**config.mk**
```make
export PLATFORM = sky130hd
export DESIGN_NAME = knap_search_ctrl
export DESIGN_NICKNAME = d
export VERILOG_FILES = /design/src/rtl/knap_search_ctrl.sv
export SDC_FILE = /design/constraint.sdc
export NUM_CORES = 1
export LEC_CHECK = 0
export CAP_MARGIN = 40
export CORE_ASPECT_RATIO = 1.4
export CORE_UTILIZATION = 40
export CTS_BUF_LIST = sky130_fd_sc_hd__clkbuf_8
export DETAILED_ROUTE_END_ITERATION = 7
export PLACE_DENSITY = 0.72
export SLEW_MARGIN = 20
export SYNTH_ARGS = -nofsm -noshare
export SYNTH_HDL_FRONTEND = slang
export SYNTH_SLANG_ARGS = --single-unit
```
**constraint.sdc**
```tcl
create_clock -name clk_i -period 2.5 [get_ports clk_i]
set_clock_uncertainty 0.05 [all_clocks]
set_input_delay 0.25 -clock clk_i [delete_from_list [all_inputs] [get_ports clk_i]]
set_output_delay 0.25 -clock clk_i [all_outputs]
set_load 0.02 [all_outputs]
```
**src/rtl/knap_search_ctrl.sv**
```systemverilog
// knap_search_ctrl
//   Exhaustive-search scheduler for a combinational knapsack checker.
//   It presents every selection 0 .. 2^N_ITEMS-1, one per cycle, registers the
//   checker verdict one cycle later, and keeps the best valid selection (by
//   value, lowest index on ties) together with the number of valid selections.
//   Optional feature macro: EARLY_EXIT_EN stops at the first valid selection.
module knap_search_ctrl #(
   parameter int N_ITEMS = 10,
   parameter int VAL_W   = 8
) (
   input  logic               clk_i,
   input  logic               rst_i,
   input  logic               start_i,
   input  logic               abort_i,
   output logic [N_ITEMS-1:0] cand_o,
   output logic               cand_en_o,
   input  logic               chk_valid_i,
   input  logic [VAL_W-1:0]   chk_value_i,
   output logic               busy_o,
   output logic               done_o,
   output logic               best_found_o,
   output logic [N_ITEMS-1:0] best_sel_o,
   output logic [VAL_W-1:0]   best_value_o,
   output logic [N_ITEMS:0]   sol_count_o
);

   typedef enum logic [1:0] {IDLE, RUN, DRAIN, DONE} state_t;

   state_t             state_q, state_d;
   logic [N_ITEMS-1:0] cand_q, cand_d;
   logic               cand_en_q, cand_en_d;
   logic               busy_q, busy_d;
   logic               done_q, done_d;

   logic               s_pend_q, s_pend_d;
   logic [N_ITEMS-1:0] s_sel_q, s_sel_d;
   logic               s_valid_q, s_valid_d;
   logic [VAL_W-1:0]   s_value_q, s_value_d;

   logic               best_found_q, best_found_d;
   logic [N_ITEMS-1:0] best_sel_q, best_sel_d;
   logic [VAL_W-1:0]   best_value_q, best_value_d;
   logic [N_ITEMS:0]   sol_count_q, sol_count_d;

   logic               do_update;

   localparam logic [N_ITEMS-1:0] CAND_ONE  = {{(N_ITEMS-1){1'b0}}, 1'b1};
   localparam logic [N_ITEMS:0]   COUNT_ONE = {{N_ITEMS{1'b0}}, 1'b1};

   // Next-state logic: sequencing, stage capture, best/count tracking and the registered status flags
   always_comb begin
      state_d      = state_q;
      cand_d       = cand_q;
      s_pend_d     = 1'b0;
      s_sel_d      = s_sel_q;
      s_valid_d    = s_valid_q;
      s_value_d    = s_value_q;
      best_found_d = best_found_q;
      best_sel_d   = best_sel_q;
      best_value_d = best_value_q;
      sol_count_d  = sol_count_q;

      // A staged verdict is consumed only while searching and only if the search is not being cancelled
      do_update = s_pend_q && s_valid_q && !abort_i &&
                  ((state_q == RUN) || (state_q == DRAIN));

      if (do_update) begin
         sol_count_d = sol_count_q + COUNT_ONE;
         if (!best_found_q || (s_value_q > best_value_q)) begin
            best_found_d = 1'b1;
            best_sel_d   = s_sel_q;
            best_value_d = s_value_q;
         end
      end

      case (state_q)
         IDLE: begin
            if (start_i) begin
               state_d      = RUN;
               cand_d       = '0;
               best_found_d = 1'b0;
               best_sel_d   = '0;
               best_value_d = '0;
               sol_count_d  = '0;
            end
         end
         RUN: begin
            if (abort_i) begin
               state_d = IDLE;
            end
`ifdef EARLY_EXIT_EN
            else if (do_update) begin
               state_d = DONE;
            end
`endif
            else begin
               s_pend_d  = 1'b1;
               s_sel_d   = cand_q;
               s_valid_d = chk_valid_i;
               s_value_d = chk_value_i;
               if (&cand_q) begin
                  state_d = DRAIN;
               end else begin
                  cand_d = cand_q + CAND_ONE;
               end
            end
         end
         DRAIN: begin
            if (abort_i) begin
               state_d = IDLE;
            end else begin
               state_d = DONE;
            end
         end
         DONE: begin
            state_d = IDLE;
         end
         default: begin
            state_d = IDLE;
         end
      endcase

      cand_en_d = (state_d == RUN);
      busy_d    = (state_d == RUN) || (state_d == DRAIN);
      done_d    = (state_d == DONE);
   end

   // State, stage and result registers with synchronous reset
   always_ff @(posedge clk_i) begin
      if (rst_i) begin
         state_q      <= IDLE;
         cand_q       <= '0;
         cand_en_q    <= 1'b0;
         busy_q       <= 1'b0;
         done_q       <= 1'b0;
         s_pend_q     <= 1'b0;
         s_sel_q      <= '0;
         s_valid_q    <= 1'b0;
         s_value_q    <= '0;
         best_found_q <= 1'b0;
         best_sel_q   <= '0;
         best_value_q <= '0;
         sol_count_q  <= '0;
      end else begin
         state_q      <= state_d;
         cand_q       <= cand_d;
         cand_en_q    <= cand_en_d;
         busy_q       <= busy_d;
         done_q       <= done_d;
         s_pend_q     <= s_pend_d;
         s_sel_q      <= s_sel_d;
         s_valid_q    <= s_valid_d;
         s_value_q    <= s_value_d;
         best_found_q <= best_found_d;
         best_sel_q   <= best_sel_d;
         best_value_q <= best_value_d;
         sol_count_q  <= sol_count_d;
      end
   end

   assign cand_o       = cand_q;
   assign cand_en_o    = cand_en_q;
   assign busy_o       = busy_q;
   assign done_o       = done_q;
   assign best_found_o = best_found_q;
   assign best_sel_o   = best_sel_q;
   assign best_value_o = best_value_q;
   assign sol_count_o  = sol_count_q;

endmodule

```
==> impl_metrics.yaml, run 1 <==
layout:
  syn_to_final_growth_pct: 28.31
  final_util_pct: 53.64
  finish.net_count: 426
  drive_gt1_share_pct: 7.692
  num_antenna_cells: 0
  final_cell_area_mm2: 0.003794
timing:
  drv_slew: 0
  fin_crit_ns: 2.078
  tightest_slew_ns: 0.4665
  hold_viol: 0
  finalSetupTns_ns: 0
  period_share_pct: 83.12
  slew_headroom_pct: 68.80
  rsz0062_at_grt: "false"
  fmax_ghz: 0.4812
  setup_viol: 0
routing:
  wl_per_cell_um: 12.75
  drt_first_pass_iters: 4
  dr_total_vias: 2448
  drt-vias-per-instance: 4.916
  drc: 0
  wl_um: 6349
  first_iter_violations: 90
  ant_nets: 0
clock_network:
  cts_tree: "done"
  cts_buffers: 9
  htreeDepth: 3
  root_buffer: "clkbuf_8"
  clk_path_buf_depth: 2
  clock-sinks: 65
  postCtsHoldBufs: 0
  cts_resized: 0
  post_cts_buffers: 0
  clkTransAtPathRegs_ns: 0.07
  clk_latency_ns: 0.35
worst_setup_path:
  crit_required_ns: 2.73
  cp-end-kind: "register"
  critPathLaunchType: "register"
  cp_data_arrival_time_ns: 2.31
  path_class: "reg -> reg"
  cp_max_fo: 14
global_routing:
  grt_pass1_vias: 2288
  grt_pass1_wl_um: 10420
  grt_start_max_net_pins: 37
  grt_overflow: 0
  antenna_found_initial: 0
  grt_usage_pct: 17.59
logic_synthesis:
  ys.flop_type: "dfxtp_1"
  yosysWarnings: 0
  async_reset_ff_share_pct: 0
  synthCells: 341
  yosysUniqueCellTypes: 42
  synth_edf_count: 0
  ys_ff_latch: 65
  synth_seq_area_share_pct: 44.01
  synth_area_mm2: 0.002957
  synth_nets: 369
  post_synth.cell_area_avg_um2: 8.670
floorplanning:
  core_area_mm2: 0.007072
  die-area_mm2: 0.007744
  die_h_um: 103.7
  ioPinCount: 56
  start_util_pct: 41.81
  rows: 36
  chipWidth_um: 74.66
pwr:
  leakagePower_nw: 1.303
  ir_worst_vdd_v: 0.0002736
  powerDensity_mw_per_mm2: 570.3
  totalPowerFinal_mw: 2.164
run:
  cap_viol_max_count: 0
place:
  dpl_cell_area_mm2: 0.003587
  hpwl_um: 4537
  io_buffers: 55
  globalplace.congestion: 0.7900
worst_hold_path:
  hp-class: "in -> reg"
outcome:
  status: "complete, no violations"
[registers in the layout, indices dropped and copies added, names as in the netlist, 2 cells and up]
register and flops:
sol_count_o 11, best_sel_o 10, cand_o 10, s_sel_q 10, best_value_o 8, s_value_q 8, state_q 2
[power breakdown]
group          switching (mW)  total, mW  internal (mW)  leakage, nW
Sequential             0.0102       1.06           1.05        0.525
Clock                   0.404      0.915          0.511        0.107
Combinational           0.114      0.188         0.0736        0.671
Total                   0.528       2.16           1.64         1.30
[critical path, cell delays in order, from the launching register on]
cell and delay, ns:
dfxtp_1 0.36, inv_1 0.08, ha_1 0.29, and4b_1 0.44, o31ai_1 0.15, a21oi_2 0.15
buf_4 0.28, mux2i_1 0.22
[area by class of cell]
cell class | instances | area, um^2
tap | 95 | 118.9
multi-input combinational | 245 | 1508
clock inverter | 5 | 55.05
sequential | 65 | 1301
clock buffer | 11 | 151.4
inverter | 15 | 56.30
timing repair buffer | 62 | 603.1
fill | 658 | 3278
[cells by family after synthesis]
family	synth area share (%)
simple gates	22.56
flops	44.01
compound gates	11.13
buf+inv	4.994
mux	6.813
fa+ha+maj	6.348
xor+xnor	4.147
[stage by stage]
stage                     worst slack [ns]  hold WS (ns)  std cells
after CTS                           0.4150        0.3922        498
after floorplan                     0.5274        0.3360        341
after global routing                0.2596        0.3998        498
after detailed placement            0.3160        0.3971        482
final                               0.4220        0.3989        498
after global placement              0.3600        0.3932        482
[path summary, 6_finish.rpt]
check / start / endpoint / slack (ns) / depth (start not counted)
worst min register to register: s_sel_q[9]$_SDFFE_PP0P_ / s_sel_q[9]$_SDFFE_PP0P_ / 0.40 / 2
worst max register to register: state_q[1]$_SDFF_PP0_ / best_sel_o[6]$_SDFF_PP0_ / 0.42 / 7
worst max-delay path: state_q[1]$_SDFF_PP0_ / best_sel_o[6]$_SDFF_PP0_ / 0.42 / 7
worst min-delay path: chk_value_i[5] / s_value_q[5]$_SDFFE_PP0P_ / 0.40 / 3
[cell usage in the layout, fill, tap and decap left out, types with 2 or more instances in the layout]
cell and count:
nand2_1 82, dfxtp_1 65, clkdlybuf4s50_1 55, a21oi_1 31, nor2_1 25, mux2i_1 19
inv_1 16, ha_1 15, xnor2_1 12, clkbuf_8 11, nor2b_1 7, buf_4 7
nand3_1 6, nand4_1 6, o21ai_0 4, or3_1 4, nand2b_1 3, a21oi_2 3
a211oi_1 3, and2_1 3, a21o_1 2, nor3_1 2, xor2_1 2
[Yosys cell counts, types with 2 or more instances]
master	number	area share (%)
nor3_1	2	0.34
a21oi_2	3	0.89
nor2_1	25	3.2
nand3_1	6	1.0
nand2_1	82	10
dfxtp_1	65	44
a21o_1	2	0.51
or3_1	4	0.85
nand2b_1	3	0.63
a21oi_1	31	5.2
o21ai_0	4	0.68
nand4_1	6	1.3
xnor2_1	12	3.6
clkbuf_1	10	1.3
a211oi_1	3	0.76
nor2b_1	7	1.5
xor2_1	2	0.59
ha_1	15	6.3
buf_2	2	0.34
inv_1	15	1.9
mux2i_1	19	6.4
and2_1	3	0.63
[routing by layer]
metal  track usage [%]  vias up  part of all wire, %
li1                  -     1245                    -
met1             19.69     1141                   42
met2             29.79       50                   51
met3             4.961       12                  3.5
met4             8.086        0                  2.7
met5                 0        -                    0
(Power assumes the default switching activity.)
==> run 2: changes to the inputs <==
==> constraint.sdc (replaced) <==
create_clock -name clk_i -period 2.06 [get_ports clk_i]
set_clock_uncertainty 0.05 [all_clocks]
set_input_delay 0.206 -clock clk_i [delete_from_list [all_inputs] [get_ports clk_i]]
set_output_delay 0.206 -clock clk_i [all_outputs]
set_load 0.02 [all_outputs]
==> impl_metrics.yaml, run 2 (synthesis results as in run 1) <==
timing:
  finalSetupTns_ns: 0
  setup_viol: 0
  fin_crit_ns: 1.885
  tightest_slew_ns: 0.3977
  rsz0062_at_grt: "false"
  hold_viol: 0
  whs_ns: 0.3638
  fmax_ghz: 0.5306
  period_share_pct: 91.49
  drv_slew: 0
  slew_headroom_pct: 73.42
floorplanning:
  rows: 36
  chipWidth_um: 74.66
  start_util_pct: 41.81
  die_h_um: 103.7
  die-area_mm2: 0.007744
  core_area_mm2: 0.007072
  ioPinCount: 56
clock_network:
  post_cts_buffers: 0
  postCtsHoldBufs: 0
  clock-sinks: 65
  htreeDepth: 3
  clkTransAtPathRegs_ns: 0.07
  cts_resized: 0
  clk_path_buf_depth: 2
  root_buffer: "clkbuf_8"
  cts_tree: "done"
  clk_latency_ns: 0.34
  cts_buffers: 9
worst_setup_path:
  path_class: "reg -> reg"
  cp_max_fo: 5
  slowest_delay_ns: 0.36
  regToRegSetupSlack_ns: 0.18
  crit_required_ns: 2.28
  cp_cell_sequence: "inv_1 > ha_1 > and4b_1 > nand4_1 > or3_1 > a21oi_1"
  crit_slowest_cell: "dfxtp_1"
  cp_data_arrival_time_ns: 2.10
  critPathLaunchType: "register"
  cp-end-kind: "register"
  path_buf_inv: 1
  cp_top_family: "simple AND/OR/NAND/NOR gates"
routing:
  dr_total_vias: 2489
  drt-vias-per-instance: 4.919
  ant_nets: 0
  wl_um: 6451
  drt_first_pass_iters: 4
  drc: 0
  wl_per_cell_um: 12.75
  first_iter_violations: 95
place:
  hpwl_um: 4674
  io_buffers: 55
  globalplace.congestion: 0.8163
layout:
  syn_to_final_growth_pct: 29.03
  num_antenna_cells: 0
  final_cell_mix: "82 x nand2_1, 65 x dfxtp_1, 55 x clkdlybuf4s50_1"
  final_util_pct: 53.95
  finish.net_count: 434
  largest_reg_flops: 11
  final_common_cell: "nand2_1"
  nFillCells: 683
  drive_gt1_share_pct: 9.002
global_routing:
  grt_usage_pct: 18.00
  antenna_found_initial: 0
  grt_start_max_net_pins: 37
  grt_pass1_wl_um: 10680
  grt_pass1_vias: 2350
  grt_overflow: 0
worst_hold_path:
  hp-class: "in -> reg"
outcome:
  status: "complete, no violations"
pwr:
  ir_worst_vdd_v: 0.0003582
  powerDensity_mw_per_mm2: 631.2
  totalPowerFinal_mw: 2.408
  leakagePower_nw: 1.336
run:
  cap_viol_max_count: 0
==> run 2: cell count changes in the layout (fill, tap and decap cells not counted) <==
cell        previous run  this run
buf_12                 0         1
clkinv_2               1         4
clkinv_4               1         0
clkbuf_8              11         9
inv_1                 16        18
clkinvlp_4             1         0
bufinv_16              1         0
buf_4                  7        14
==> run 2: where the power goes <==
group | internal (mW) | total (mW) | switching [mW] | leakage [nW]
combinational | 0.0952 | 0.236 | 0.141 | 0.714
sequential | 1.28 | 1.29 | 0.0110 | 0.525
clock | 0.415 | 0.886 | 0.472 | 0.0963
==> run 2: cell type report <==
cell class                      count  area [um^2]  area share, %
Clock buffer                        9        123.9          3.247
Inverter                           15        56.30          1.476
Tap cell                           95        118.9          3.116
Clock inverter                      7        31.28         0.8199
Multi-Input combinational cell    245         1508          39.52
Timing Repair Buffer               70        675.6          17.71
Sequential cell                    65         1301          34.11
==> run 2: path summary, 6_finish.rpt <==
kind                      startpoint                   endpoint  depth (start not counted)
max            state_q[1]$_SDFF_PP0_  sol_count_o[7]$_SDFF_PP0_                          6
min reg2reg  s_sel_q[5]$_SDFFE_PP0P_   best_sel_o[5]$_SDFF_PP0_                          2
min                   chk_value_i[6]  s_value_q[6]$_SDFFE_PP0P_                          3
max reg2reg    state_q[1]$_SDFF_PP0_  sol_count_o[7]$_SDFF_PP0_                          6
==> run 2: worst reg2reg max path: cells and delay by family (launching register included) <==
family / cells / cell delay (ns)
adders and majority gates: 1 / 0.28
AOI/OAI and AO/OA: 1 / 0.15
and+or+nand+nor: 3 / 0.89
DFF: 1 / 0.36
buffers and inverters: 1 / 0.08
==> run 2: metrics by stage <==
step	worst slack (ns)	cell area (um^2)	cells
4_1_cts	0.1670	3815	506
6_report	0.1754	3815	506
2_1_floorplan	0.08739	2957	341
3_3_place_gp	0.1185	3660	490
3_5_place_dp	0.1109	3660	490
5_1_grt	0.02742	3815	506
==> run 2: layer usage <==
| metal | vias to the layer above | GRT usage (%) | wire, um |
|---|---|---|---|
| li1 | 1274 | - | - |
| met1 | 1164 | 20.10 | 2764 |
| met2 | 43 | 31.53 | 3409 |
| met3 | 8 | 3.696 | 169 |
| met4 | 0 | 8.086 | 108 |
| met5 | - | 0 | 0 |
==> run 3: changes to the inputs <==
--- a/config.mk
+++ b/config.mk
@@ -6,7 +6,7 @@
 export NUM_CORES = 1
 export LEC_CHECK = 0
 export CAP_MARGIN = 40
-export CORE_ASPECT_RATIO = 1.4
+export CORE_ASPECT_RATIO = 0.7
 export CORE_UTILIZATION = 40
 export CTS_BUF_LIST = sky130_fd_sc_hd__clkbuf_8
 export DETAILED_ROUTE_END_ITERATION = 7
==> impl_metrics.yaml, run 3 (synthesis results as in run 1) <==
worst_setup_path:
  path_class: "reg -> reg"
  cp-end-kind: "register"
  regToRegSetupSlack_ns: 0.09
  r2r_start: "state_q[1]$_SDFF_PP0_"
  critPathLaunchType: "register"
  slowest_delay_ns: 0.38
  cp_max_fo: 5
  crit_slowest_cell: "or3_1"
  worst_r2r_path_depth: 6
  path_buf_inv: 1
  crit_required_ns: 2.27
  cp_top_family: "simple AND/OR/NAND/NOR gates"
  cp_cell_sequence: "inv_1 > ha_1 > and4b_1 > nand4_1 > or3_1 > a21oi_1"
  r2r-end: "sol_count_o[7]$_SDFF_PP0_"
  cp_data_arrival_time_ns: 2.18
clock_network:
  root_buffer: "clkbuf_8"
  cts_resized: 0
  cts_tree: "done"
  clkTransAtPathRegs_ns: 0.07
  clock-sinks: 65
  htreeDepth: 3
  clk_latency_ns: 0.34
  postCtsHoldBufs: 0
  clk_path_buf_depth: 2
  cts_buffers: 9
routing:
  drc: 0
  drt_first_pass_iters: 6
  ant_nets: 0
  dr_total_vias: 2512
  drt-vias-per-instance: 4.897
  first_iter_violations: 81
  wl_um: 6876
  wl_per_cell_um: 13.40
timing:
  finalSetupTns_ns: 0
  fmax_ghz: 0.5087
  setup_ws_ns: 0.09438
  drv_slew: 0
  tightest_slew_ns: 0.4708
  slew_headroom_pct: 68.54
  rsz0062_at_grt: "false"
  hold_viol: 0
  period_share_pct: 95.42
  whs_ns: 0.3654
  fin_crit_ns: 1.966
  setup_viol: 0
layout:
  final_util_pct: 56.02
  final_cells: 513
  finish.net_count: 443
  syn_to_final_growth_pct: 31.57
  drive_gt1_share_pct: 10.98
  multi_input_area_mm2: 0.001508
  largest_reg_flops: 11
  final_cell_area_mm2: 0.003890
  final_common_cell: "nand2_1"
  nFillCells: 650
  num_antenna_cells: 0
  final_cell_mix: "82 x nand2_1, 65 x dfxtp_1, 55 x clkdlybuf4s50_1"
  seqCellArea_mm2: 0.001301
floorplanning:
  ioPinCount: 56
  die-area_mm2: 0.007745
  rows: 25
  die_h_um: 73.93
  core_area_mm2: 0.006944
  start_util_pct: 42.58
  chipWidth_um: 104.8
global_routing:
  grt_usage_pct: 18.86
  grt_pass1_wl_um: 11340
  antenna_found_initial: 0
  globalRouteMet2Util_pct: 29.73
  top_usage_layer: "met2"
  grt_overflow: 0
  use_met3_pct: 6.924
  grt_util_met1_pct: 24.53
  grt_pass1_vias: 2401
  grt_start_max_net_pins: 37
pwr:
  totalPowerFinal_mw: 2.527
  leakagePower_nw: 1.385
  powerDensity_mw_per_mm2: 649.7
  ir_worst_vdd_v: 0.0003828
place:
  globalplace.congestion: 0.7481
  dp_slack_ns: 0.03875
  dp.cells: 496
  hpwl_um: 4979
  io_buffers: 55
  dpl_cell_area_mm2: 0.003699
run:
  cap_viol_max_count: 0
outcome:
  status: "complete, no violations"
worst_hold_path:
  hold_path.startpoint: "chk_value_i[0]"
  hp-class: "in -> reg"
  hold_depth: 3
  whs_endpoint: "s_value_q[0]$_SDFFE_PP0P_"
[run 3: cell count changes in the layout (fill, tap and decap cells not counted)]
cell,previous run,this run
buf_12,1,0
buf_4,14,24
bufinv_16,0,1
clkinv_2,4,3
inv_1,18,17
[run 3: worst max path at each step]
stage	start	end	slack, ns	cells past startpoint
floorplan	best_value_o[5]$_SDFF_PP0_	best_sel_o[0]$_SDFF_PP0_	0.09	9
global placement	abort_i	busy_o$_SDFF_PP0_	0.12	7
detailed placement	abort_i	sol_count_o[7]$_SDFF_PP0_	0.04	5
CTS	state_q[1]$_SDFF_PP0_	best_sel_o[9]$_SDFF_PP0_	0.10	7
global route	state_q[1]$_SDFF_PP0_	sol_count_o[7]$_SDFF_PP0_	0.01	6
finish	state_q[1]$_SDFF_PP0_	sol_count_o[7]$_SDFF_PP0_	0.09	6
[run 3: layout make-up]
type                    instances  share of cell area (%)
clock inverters                 6                   1.351
inverters                      15                   1.447
multi-input cells             245                   38.76
flip-flops and latches         65                   33.45
clock buffers                   9                   3.184
repair buffers                 79                   18.78
well taps                      94                   3.023
[run 3: metal layers]
| layer | share of wire (%) | vias up |
|---|---|---|
| li1 | - | 1287 |
| met5 | 0 | - |
| met4 | 0.89 | 0 |
| met2 | 44 | 64 |
| met3 | 6.5 | 8 |
| met1 | 49 | 1153 |
[run 3: report_power, final]
group	switching (mW)	leakage [nW]	internal, mW	total (mW)
sequential	0.0106	0.525	1.28	1.29
combinational	0.145	0.759	0.100	0.246
clock	0.459	0.101	0.536	0.996
[run 3: what timing repair did]
| item | in CTS | in global routing |
|---|---|---|
| setup buffers | 0 | 2 |
| endpoints found under the hold margin | 0 | 0 |
| setup endpoints to repair | 0 | 1 |
[run 3: worst register-to-register path, delay by kind of cell, from the launching register on]
kind	cells	cell delay, ns
AOI/OAI and AO/OA	1	0.16
adders and majority gates	1	0.27
buffers and inverters	1	0.08
DFF	1	0.36
and+or+nand+nor	3	0.96
